**config.mk**
```make
export PLATFORM = sky130hd
export DESIGN_NAME = comparator4bit_sar_search
export DESIGN_NICKNAME = d
export VERILOG_FILES = /design/src/rtl/comparator4bit_sar_search.sv
export SDC_FILE = /design/constraint.sdc
export NUM_CORES = 1
export LEC_CHECK = 0
export ABC_AREA = 1
export CORE_UTILIZATION = 25
export CTS_BUF_LIST = sky130_fd_sc_hd__clkbuf_4 sky130_fd_sc_hd__clkbuf_8 sky130_fd_sc_hd__clkbuf_16
export DETAILED_ROUTE_END_ITERATION = 10
export DONT_BUFFER_PORTS = 1
export HOLD_SLACK_MARGIN = 0.05
export PLACE_DENSITY_LB_ADDON = 0.3
export SYNTH_ARGS = -nofsm -noshare
export SYNTH_HDL_FRONTEND = slang
export SYNTH_SLANG_ARGS = --single-unit
export TNS_END_PERCENT = 20
```
**constraint.sdc**
```tcl
create_clock -name clk -period 1.8 [get_ports clk]
set_input_delay 0.09 -clock clk [delete_from_list [all_inputs] [get_ports clk]]
set_output_delay 0.09 -clock clk [all_outputs]
set_load 0.05 [all_outputs]
```
**src/rtl/comparator4bit_sar_search.sv**
```systemverilog
// Successive-approximation search controller driving the A side of a magnitude comparator.
// Optional build macro SAR_FLAG_CHECK_EN: abort the search when comparator flags are not one-hot.
module comparator4bit_sar_search #(
    parameter int unsigned WIDTH = 4,
    parameter int unsigned PCW   = $clog2(WIDTH + 2)
) (
    input  logic             clk,
    input  logic             rst,
    input  logic             start,
    input  logic             a_gt_b,
    input  logic             a_lt_b,
    input  logic             a_eq_b,
    output logic [WIDTH-1:0] guess,
    output logic             busy,
    output logic             done,
    output logic             found,
    output logic [WIDTH-1:0] result,
    output logic [PCW-1:0]   probes,
    output logic             err
);

    localparam logic [WIDTH-1:0] MAXV = {WIDTH{1'b1}};
    localparam logic [WIDTH-1:0] MID0 = MAXV >> 1;

    typedef enum logic [1:0] {
        ST_IDLE  = 2'd0,
        ST_PROBE = 2'd1,
        ST_DONE  = 2'd2
    } state_t;

    state_t           r_state;
    logic [WIDTH-1:0] r_guess;
    logic [WIDTH-1:0] r_lo;
    logic [WIDTH-1:0] r_hi;
    logic             r_busy;
    logic             r_done;
    logic             r_found;
    logic [WIDTH-1:0] r_result;
    logic [PCW-1:0]   r_probes;
    logic             r_err;

    logic             w_no_flags;
    logic             w_flag_bad;
    logic             w_take_gt;
    logic             w_take_lt;
    logic             w_range_err;
    logic [WIDTH-1:0] w_next_lo;
    logic [WIDTH-1:0] w_next_hi;
    logic [WIDTH:0]   w_sum;
    logic [WIDTH-1:0] w_next_guess;

    // Flag decode: eq wins over gt, gt over lt, and an all-zero response counts as lt.
    assign w_no_flags = ~(a_gt_b | a_lt_b | a_eq_b);
    assign w_take_gt  = a_gt_b & ~a_eq_b;
    assign w_take_lt  = ~a_eq_b & ~a_gt_b & (a_lt_b | w_no_flags);

`ifdef SAR_FLAG_CHECK_EN
    assign w_flag_bad = ~$onehot({a_gt_b, a_lt_b, a_eq_b});
`else
    assign w_flag_bad = 1'b0;
`endif

    // Narrowing step would leave an empty interval: the target is outside the searchable range.
    assign w_range_err = (w_take_gt & (r_guess == r_lo)) | (w_take_lt & (r_guess == r_hi));

    assign w_next_lo    = w_take_gt ? r_lo : WIDTH'(r_guess + WIDTH'(1));
    assign w_next_hi    = w_take_gt ? WIDTH'(r_guess - WIDTH'(1)) : r_hi;
    assign w_sum        = {1'b0, w_next_lo} + {1'b0, w_next_hi};
    assign w_next_guess = w_sum[WIDTH:1];

    always_ff @(posedge clk) begin
        if (rst) begin
            r_state  <= ST_IDLE;
            r_guess  <= '0;
            r_lo     <= '0;
            r_hi     <= MAXV;
            r_busy   <= 1'b0;
            r_done   <= 1'b0;
            r_found  <= 1'b0;
            r_result <= '0;
            r_probes <= '0;
            r_err    <= 1'b0;
        end else begin
            r_done <= 1'b0;
            case (r_state)
                ST_IDLE: begin
                    if (start) begin
                        r_lo     <= '0;
                        r_hi     <= MAXV;
                        r_guess  <= MID0;
                        r_probes <= '0;
                        r_found  <= 1'b0;
                        r_err    <= 1'b0;
                        r_result <= '0;
                        r_busy   <= 1'b1;
                        r_state  <= ST_PROBE;
                    end
                end
                ST_PROBE: begin
                    r_probes <= PCW'(r_probes + PCW'(1));
                    if (w_flag_bad) begin
                        r_err   <= 1'b1;
                        r_found <= 1'b0;
                        r_busy  <= 1'b0;
                        r_done  <= 1'b1;
                        r_state <= ST_DONE;
                    end else if (a_eq_b) begin
                        r_result <= r_guess;
                        r_found  <= 1'b1;
                        r_busy   <= 1'b0;
                        r_done   <= 1'b1;
                        r_state  <= ST_DONE;
                    end else if (w_range_err) begin
                        r_err   <= 1'b1;
                        r_busy  <= 1'b0;
                        r_done  <= 1'b1;
                        r_state <= ST_DONE;
                    end else begin
                        r_lo    <= w_next_lo;
                        r_hi    <= w_next_hi;
                        r_guess <= w_next_guess;
                    end
                end
                ST_DONE: begin
                    r_state <= ST_IDLE;
                end
                default: begin
                    r_busy  <= 1'b0;
                    r_state <= ST_IDLE;
                end
            endcase
        end
    end

    assign guess  = r_guess;
    assign busy   = r_busy;
    assign done   = r_done;
    assign found  = r_found;
    assign result = r_result;
    assign probes = r_probes;
    assign err    = r_err;

endmodule

```
=== Yosys cells after proc, flatten, opt, wreduce, memory -nomap -nowiden ===
Index checks and enable logic that the tools add are counted.

* Input port bits: 6
* Register bits after elaboration: 25
* Output and inout bits: 15

* Bitwise gates (word level): 14
* Add/subtract/negate cells: 4
* Reduce and logical (&&, ||, !) cells: 9
* Muxes and demuxes: 34
* Eq/ne operators: 10

{| class="wikitable"
|+ Operators by type and width
! operator !! count
|-
| 2-to-1 mux 4 bit || 12
|-
| case mux 4 bit (2 select lines) || 4
|-
| inequality test 2 bit, second input constant || 5
|-
| 2-to-1 mux 1 bit || 9
|-
| equality test 4 bit || 2
|-
| AND reduction 4 bit || 2
|-
| 2-to-1 mux 2 bit || 3
|-
| case mux 3 bit (2 select lines) || 1
|-
| AND reduction 3 bit || 2
|-
| adder 4 x 4 -> 5 bit || 1
|-
| AND 1 bit || 5
|-
| inverter 1 bit || 5
|-
| adder 4 x 1 -> 4 bit, second input constant || 1
|-
| OR 1 bit || 4
|-
| case mux 1 bit (2 select lines) || 2
|-
| case mux 2 bit (2 select lines) || 1
|-
| AND reduction 2 bit || 2
|-
| subtractor 4 x 1 -> 4 bit, second input constant || 1
|-
| adder 3 x 1 -> 3 bit, second input constant || 1
|-
| 2-to-1 mux 3 bit || 1
|-
| inequality test 3 bit, second input constant || 1
|-
| case mux 1 bit (3 select lines) || 1
|-
| equality test 2 x 1 -> 1 bit, second input constant || 1
|-
| equality test 2 bit, second input constant || 1
|-
| 3 further kinds || 3
|}

=== Depth between registers and ports, before layout ===
Gate-level depths: netlist (run 1).

* Depth in word-level cells: 10
* Gate-level depth with buffers: 13
* Depth with buffers taken out: 12

=== Least setup slack after synthesis (run 1) ===
OpenSTA, ideal clock, no wires.

* Path type: register to register
* From: register r_guess[0] (netlist: guess[0])
* To: register r_guess[1] (netlist: guess[1])
* Clock period less this slack: 2.338 ns
* Path slack: -0.538 ns
* Cell stages (with the launch flop): 9
* Arrival: 2.224 ns
* Data required time: 1.686 ns
* Path through: dfxtp_1 > inv_2 > ha_1 > o21ai_0 > inv_1 > fa_1 > xnor2_1 > nor2_1 > nor2_1

* Word-level cells in the longest chain between the ends: 6
* Elaborated cells between the ends (all ways): 15
* Those cells by class: add/sub: 3; eq/ne: 3; mux: 5; bitwise: 3; reduce/logical: 1

{| class="wikitable"
|+ Ends and longest elaborated chain
! element !! line !! RTL
|-
| start, declared || 32 || <nowiki>logic [WIDTH-1:0] r_guess;</nowiki>
|-
| start signal, assigned || 121 || <nowiki>r_guess <= w_next_guess;</nowiki>
|-
| adder 4 x 1 -> 4 bit or subtractor 4 x 1 -> 4 bit (tied branches) || 66, 67 ||
|-
| 2-to-1 mux 4 bit (on tied branches) || 66, 67 ||
|-
| adder 4 x 4 -> 5 bit || 68 || <nowiki>assign w_sum = {1'b0, w_next_lo} + {1'b0, w_next_hi};</nowiki>
|-
| 2-to-1 mux 4 bit || 113 || <nowiki>end else if (w_range_err) begin</nowiki>
|-
| 2-to-1 mux 4 bit || 107 || <nowiki>end else if (a_eq_b) begin</nowiki>
|-
| case mux 4 bit (2 select lines) || 85 || <nowiki>case (r_state)</nowiki>
|}

Parallel ways exist; a longest one is shown, timed or not. The select of a mux whose other input is x is not followed.
A chain may end at the register's enable or synchronous reset.

=== Final worst setup path (run 1) ===
Same ends and word-level chain as after synthesis.

==> run summary, run 1 <==
Post-synth EDFFs: 0
Reg clk slew, reported paths: 0.09 ns
I/O pin total: 21
met2 Use GR: 20.9%
asr flop ratio synth: 0%
largest area contributor in the netlist: dfxtp_1
Via density: 4.46
via count: 1445
Setup TNS Final: 0 ns
worst path required time: 2.02 ns
r2r setup slk: 0.02 ns
PortBufs: 0
final setup margin: 0.0186 ns
netlist area before placement: 1510 µm²
post-DR wirelength/cell: 12.0 µm
gr usage total: 13.4%
CP Class: flop to flop
Hold Path Class: input pin to flop
Routed WL: 3890 µm
cell row count: 27
first-pass GRT wire length: 6600 µm
layout cells sized above 1: 25.8%
finished layout cell area: 1890 µm²
Yosys top cell area share: 33.1%
met1 Use GR: 18.8%
Finished Layout Cells: 324
Core Util, Final: 33.3%
critical path data arrival time: 2.00 ns
CTS tree: done
Hold Path Depth: 2
die area: 6370 µm²
initial antenna violation count: 0
synth cell count leaders: 71 x nand2_1, 25 x dfxtp_1, 21 x inv_1, 21 x nand3_1, 18 x nor2_1
worst r2r src: guess[0]$_SDFFE_PP0P_
M3 GR Usage: 2.63%
Setup violations, final: 0
most frequent cell after synthesis: nand2_1
busiest grt layer: met2
Area Overhead vs Synth: 24.9%
HP Start: rst
FF+latch area: 512 µm²
Max-Cap Viols: 0
drc violations: 0
total CTS buffers: 3
dpl cells: 314
Tot Pwr: 1.69 mW
synth unique cells: 28
Critical Path Source Type: flop
maximum VDD drop: 0.390 mV
worst hold slack: 0.118 ns
total grt overflow: 0
clk_skew: 0.00454 ns
Synth area leaders: dfxtp_1 33%, nand2_1 18%, nand3_1 6.9%, a21oi_1 5.6%, inv_1 5.2%
Syn. warnings: 0
post-route ant nets: 0
min Tclk post-route: 1.78 ns
Final Net Count: 266
Final Max Slew Viols: 0
Skew-Pair Late Insertion Delay: 0.27 ns
drt first pass iters: 4
Die Width: 79.8 µm
Worst Max-Slew Pin Slew: 0.513 ns
Hold Vio Cnt, Final: 0
clock sink count: 25
crit end category: flop
Starting DRT DRC Count: 98
Synth Net Count: 241
Mapped Cells: 228
RR Endpoint: guess[1]$_SDFFE_PP0P_
# diodes: 0
Placeable Area: 5680 µm²
Layout fillers: 618
power density over the cells: 895 nW/µm²
pre-CTS WS: 0.0317 ns
hold endpoint: r_hi[2]$_SDFFE_PP1P_
outcome: finished, final reports clean
Pleak: 0.904 nW
register area share after synthesis: 33.1%
Max Freq: 0.561 GHz
Die H: 79.8 µm
starting density of the core: 26.7%
GPL Wtd Cong: 0.839
Syn Area/Cell: 6.64 µm²
top_reg_cell synth: dfxtp_1
Cell Area, Placed: 1750 µm²
area of the multi-input gates: 941 µm²
largest net degree at the start of global routing: 15
fin crit share: 99.0%
Detail Placement HPWL: 2920 µm
number of global-route vias before repair: 1341
Slew headroom: 65.8%
clk root buf: clkbuf_8
Yosys reg bits: 25
H-tree depth: 1
CP Max Fanout: 7
RSZ-0062 raised after global routing: yes
Clock Tree Buf Depth: 2
R2R cell count: 9
[cells in the final DEF (no fill, tap or decap), types with 3 or more instances in the layout]
cell / count
inv_4: 3
inv_1: 18
o21ai_0: 8
dfxtp_4: 3
clkbuf_8: 3
a21oi_1: 16
dfxtp_1: 22
nor2_2: 4
nor2_1: 16
nand3_2: 3
inv_2: 7
o21ai_1: 5
ha_1: 4
nand2_2: 8
nand3_1: 19
buf_4: 22
nand2_1: 69
[flip-flops by register name (all words and copies together) (netlist names)]
signal / flops
busy: 1
done: 1
err: 1
found: 1
guess: 4
probes: 3
r_hi: 4
r_lo: 4
r_state: 2
result: 4
[critical path, stage by stage, from the launching register on]
cell,delay [ns]
dfxtp_4,0.41
inv_4,0.05
ha_4,0.28
nand2_2,0.05
o21ai_2,0.10
inv_2,0.06
fa_2,0.39
xnor2_1,0.21
nor2_1,0.08
nor2_1,0.10
[cells by family after synthesis]
group	count (synthesis)	share of synthesized area, %
compound gates	34	12.3
xor+xnor	4	2.31
fa+ha+maj	7	6.28
buf+inv	33	9.17
flops	25	33.1
simple gates	125	36.9
[layout make-up]
cell class	count	area share, %
multi-input cells	170	49.8
flip-flops and latches	25	27.1
repair buffers	24	9.79
inverters	29	6.15
well taps	72	4.77
clock buffers	3	2.18
clock inverters	1	0.265
[how the worst max path moves through the flow]
stage | start | endpoint | slack, ns | depth (start not counted)
final | guess[0]$_SDFFE_PP0P_ | guess[1]$_SDFFE_PP0P_ | 0.02 | 9
after detailed placement | guess[0]$_SDFFE_PP0P_ | guess[0]$_SDFFE_PP0P_ | 0.03 | 9
after global placement | guess[0]$_SDFFE_PP0P_ | guess[0]$_SDFFE_PP0P_ | 0.05 | 9
after CTS | guess[0]$_SDFFE_PP0P_ | guess[0]$_SDFFE_PP0P_ | 0.02 | 9
after floorplan | guess[3]$_SDFFE_PP0P_ | guess[3]$_SDFFE_PP0P_ | -0.008 | 9
after global routing | guess[0]$_SDFFE_PP0P_ | guess[3]$_SDFFE_PP0P_ | -0.06 | 11
[power by group]
group | total (mW) | switching (mW) | internal, mW
clock | 0.346 | 0.191 | 0.155
sequential | 0.655 | 0.0608 | 0.594
combinational | 0.691 | 0.427 | 0.264
[routing by layer]
| layer | vias to the layer above | routed length (µm) |
|---|---|---|
| li1 | 772 | - |
| met1 | 646 | 1990 |
| met2 | 22 | 1740 |
| met3 | 5 | 127 |
| met4 | 0 | 33 |
| met5 | - | 0 |
[what timing repair did]
action | 4_1_cts | 5_1_grt
resized for setup | 0 | 12
setup endpoints to repair | 0 | 4
hold buffers | 2 | 0
buffers inserted | 0 | 4
endpoints found under the hold margin | 9 | 0
No activity file was read; power rests on OpenSTA's default activity.
==> run 2: changes to the inputs <==
REMOVE_ABC_BUFFERS = 1   (was default)
==> run 2 against run 1 <==
  * Hold slack worse by 0.0029 ns
  * Power up 0.75%
  * Core utilization up 0.51 points
  * Sequential power down 3%
  * Via count unchanged
  * Critical endpoint is now guess[0]$_SDFFE_PP0P_
  * Largest power group unchanged
==> run summary, run 2 (synthesis results as in run 1) <==
Die Width: 79.8 µm
Routed met3 length: 130 µm
min Tclk post-route: 1.71 ns
Die H: 79.8 µm
via count: 1445
PortBufs: 0
Skew-Pair Late Insertion Delay: 0.27 ns
total grt overflow: 0
Slew headroom: 64.8%
post-route ant nets: 0
initial antenna violation count: 0
HP Start: a_gt_b
Area Overhead vs Synth: 26.8%
clock sink count: 25
met1 WL: 1920 µm
Met2 Wirelength: 1860 µm
die area: 6370 µm²
R2R cell count: 9
cell row count: 27
largest net degree at the start of global routing: 19
Core Util, Final: 33.8%
Finished Layout Cells: 327
H-tree depth: 1
Critical Path Source Type: flop
dpl cells: 321
maximum VDD drop: 0.330 mV
drt first pass iters: 4
Max Freq: 0.583 GHz
clk_skew: 0.00286 ns
fin crit share: 95.2%
# diodes: 0
Top cell by count, worst path: inv_1
CP peak stage delay: 0.52 ns
Detail Placement HPWL: 2900 µm
Pleak: 0.920 nW
Hold Path Class: input pin to flop
Hold Path Depth: 4
Layout fillers: 622
Routed WL: 3970 µm
outcome: finished, final reports clean
Max-Cap Viols: 0
Setup violations, final: 0
CP Class: flop to flop
clk root buf: clkbuf_8
most common cell after layout, fill and taps aside: nand2_1
Hold Vio Cnt, Final: 0
slowest stage cell, crit path: fa_2
Reg clk slew, reported paths: 0.09 ns
hold endpoint: r_lo[0]$_SDFFE_PP0P_
Starting DRT DRC Count: 112
critical path data arrival time: 1.89 ns
FF+latch area: 504 µm²
Final Net Count: 269
r2r setup slk: 0.09 ns
area of the multi-input gates: 956 µm²
Via density: 4.42
first-pass GRT wire length: 6420 µm
Worst Max-Slew Pin Slew: 0.524 ns
worst r2r src: guess[1]$_SDFFE_PP0P_
I/O pin total: 21
Final Max Slew Viols: 0
number of global-route vias before repair: 1326
RR Endpoint: guess[0]$_SDFFE_PP0P_
drc violations: 0
power density over the cells: 889 nW/µm²
most frequent cells in the layout: 69 x nand2_1, 24 x buf_4, 22 x dfxtp_1
CP Max Fanout: 3
CTS tree: done
Tot Pwr: 1.71 mW
worst path required time: 1.97 ns
layout cells sized above 1: 25.5%
total CTS buffers: 3
Clock Tree Buf Depth: 2
post-DR wirelength/cell: 12.1 µm
crit-path cells: inv_2 -> ha_4 -> nand2_1 -> o21ai_2 -> inv_1 -> fa_2 -> inv_1 -> nor2_2 -> nor2_1
starting density of the core: 26.7%
uppermost layer routed: met4
gr usage total: 13.1%
Placeable Area: 5680 µm²
GPL Wtd Cong: 0.842
crit end category: flop
worst hold slack: 0.115 ns
## run 2: cell count changes in the layout (fill, tap and decap cells not counted), sizes merged
cell  before  now
buf       22   25
## run 2: layout make-up
| class | instances | share of cell area, % |
|---|---|---|
| tap | 72 | 4.69 |
| timing repair buffer | 27 | 11.0 |
| multi-input combinational | 170 | 49.8 |
| clock inverter | 1 | 0.261 |
| inverter | 29 | 5.80 |
| sequential | 25 | 26.3 |
| clock buffer | 3 | 2.15 |
## run 2: how the worst max path moves through the flow
stage,from,to,cells past startpoint
after global routing,guess[0]$_SDFFE_PP0P_,guess[2]$_SDFFE_PP0P_,12
after detailed placement,guess[0]$_SDFFE_PP0P_,guess[3]$_SDFFE_PP0P_,10
final,guess[1]$_SDFFE_PP0P_,guess[0]$_SDFFE_PP0P_,9
after CTS,guess[0]$_SDFFE_PP0P_,guess[3]$_SDFFE_PP0P_,10
after floorplan,guess[0]$_SDFFE_PP0P_,guess[1]$_SDFFE_PP0P_,8
after global placement,guess[0]$_SDFFE_PP0P_,guess[3]$_SDFFE_PP0P_,10
## run 2: per-layer routing
layer / up-vias / track usage (%)
met4: 0 / 4.46
met1: 640 / 17.5
met5: - / 0
met3: 5 / 2.29
met2: 23 / 20.9
li1: 777 / -
## run 2: worst max-delay path, delay by kind of cell, from the launching register on
| kind | cells | cell delay (ns) |
|---|---|---|
| compound gates | 1 | 0.10 |
| flops | 1 | 0.36 |
| buf+inv | 3 | 0.17 |
| simple gates | 3 | 0.20 |
| fa+ha+maj | 2 | 0.79 |
## run 2: stage by stage
stage / instance area, µm² / worst slack, ns / TNS, ns
global placement: 1760 / -0.0265 / -0.0616
finish: 1920 / 0.0862 / 0
CTS: 1840 / 0.0102 / 0
detailed placement: 1760 / -0.0648 / -0.109
floorplan: 1490 / -0.538 / -1.95
global route: 1920 / -0.00628 / -0.00907
## run 2: power by group
part | internal [mW] | switching [mW]
sequential | 0.592 | 0.0432
combinational | 0.286 | 0.440
clock | 0.155 | 0.189
## run 2: what timing repair did
item | 4_1_cts | 5_1_grt
hold buffers | 2 | 0
hold endpoints to repair | 9 | 0
endpoints found under the setup margin | 4 | 5
pin swaps | 0 | 9
gates resized for setup | 6 | 14
setup buffers | 0 | 1
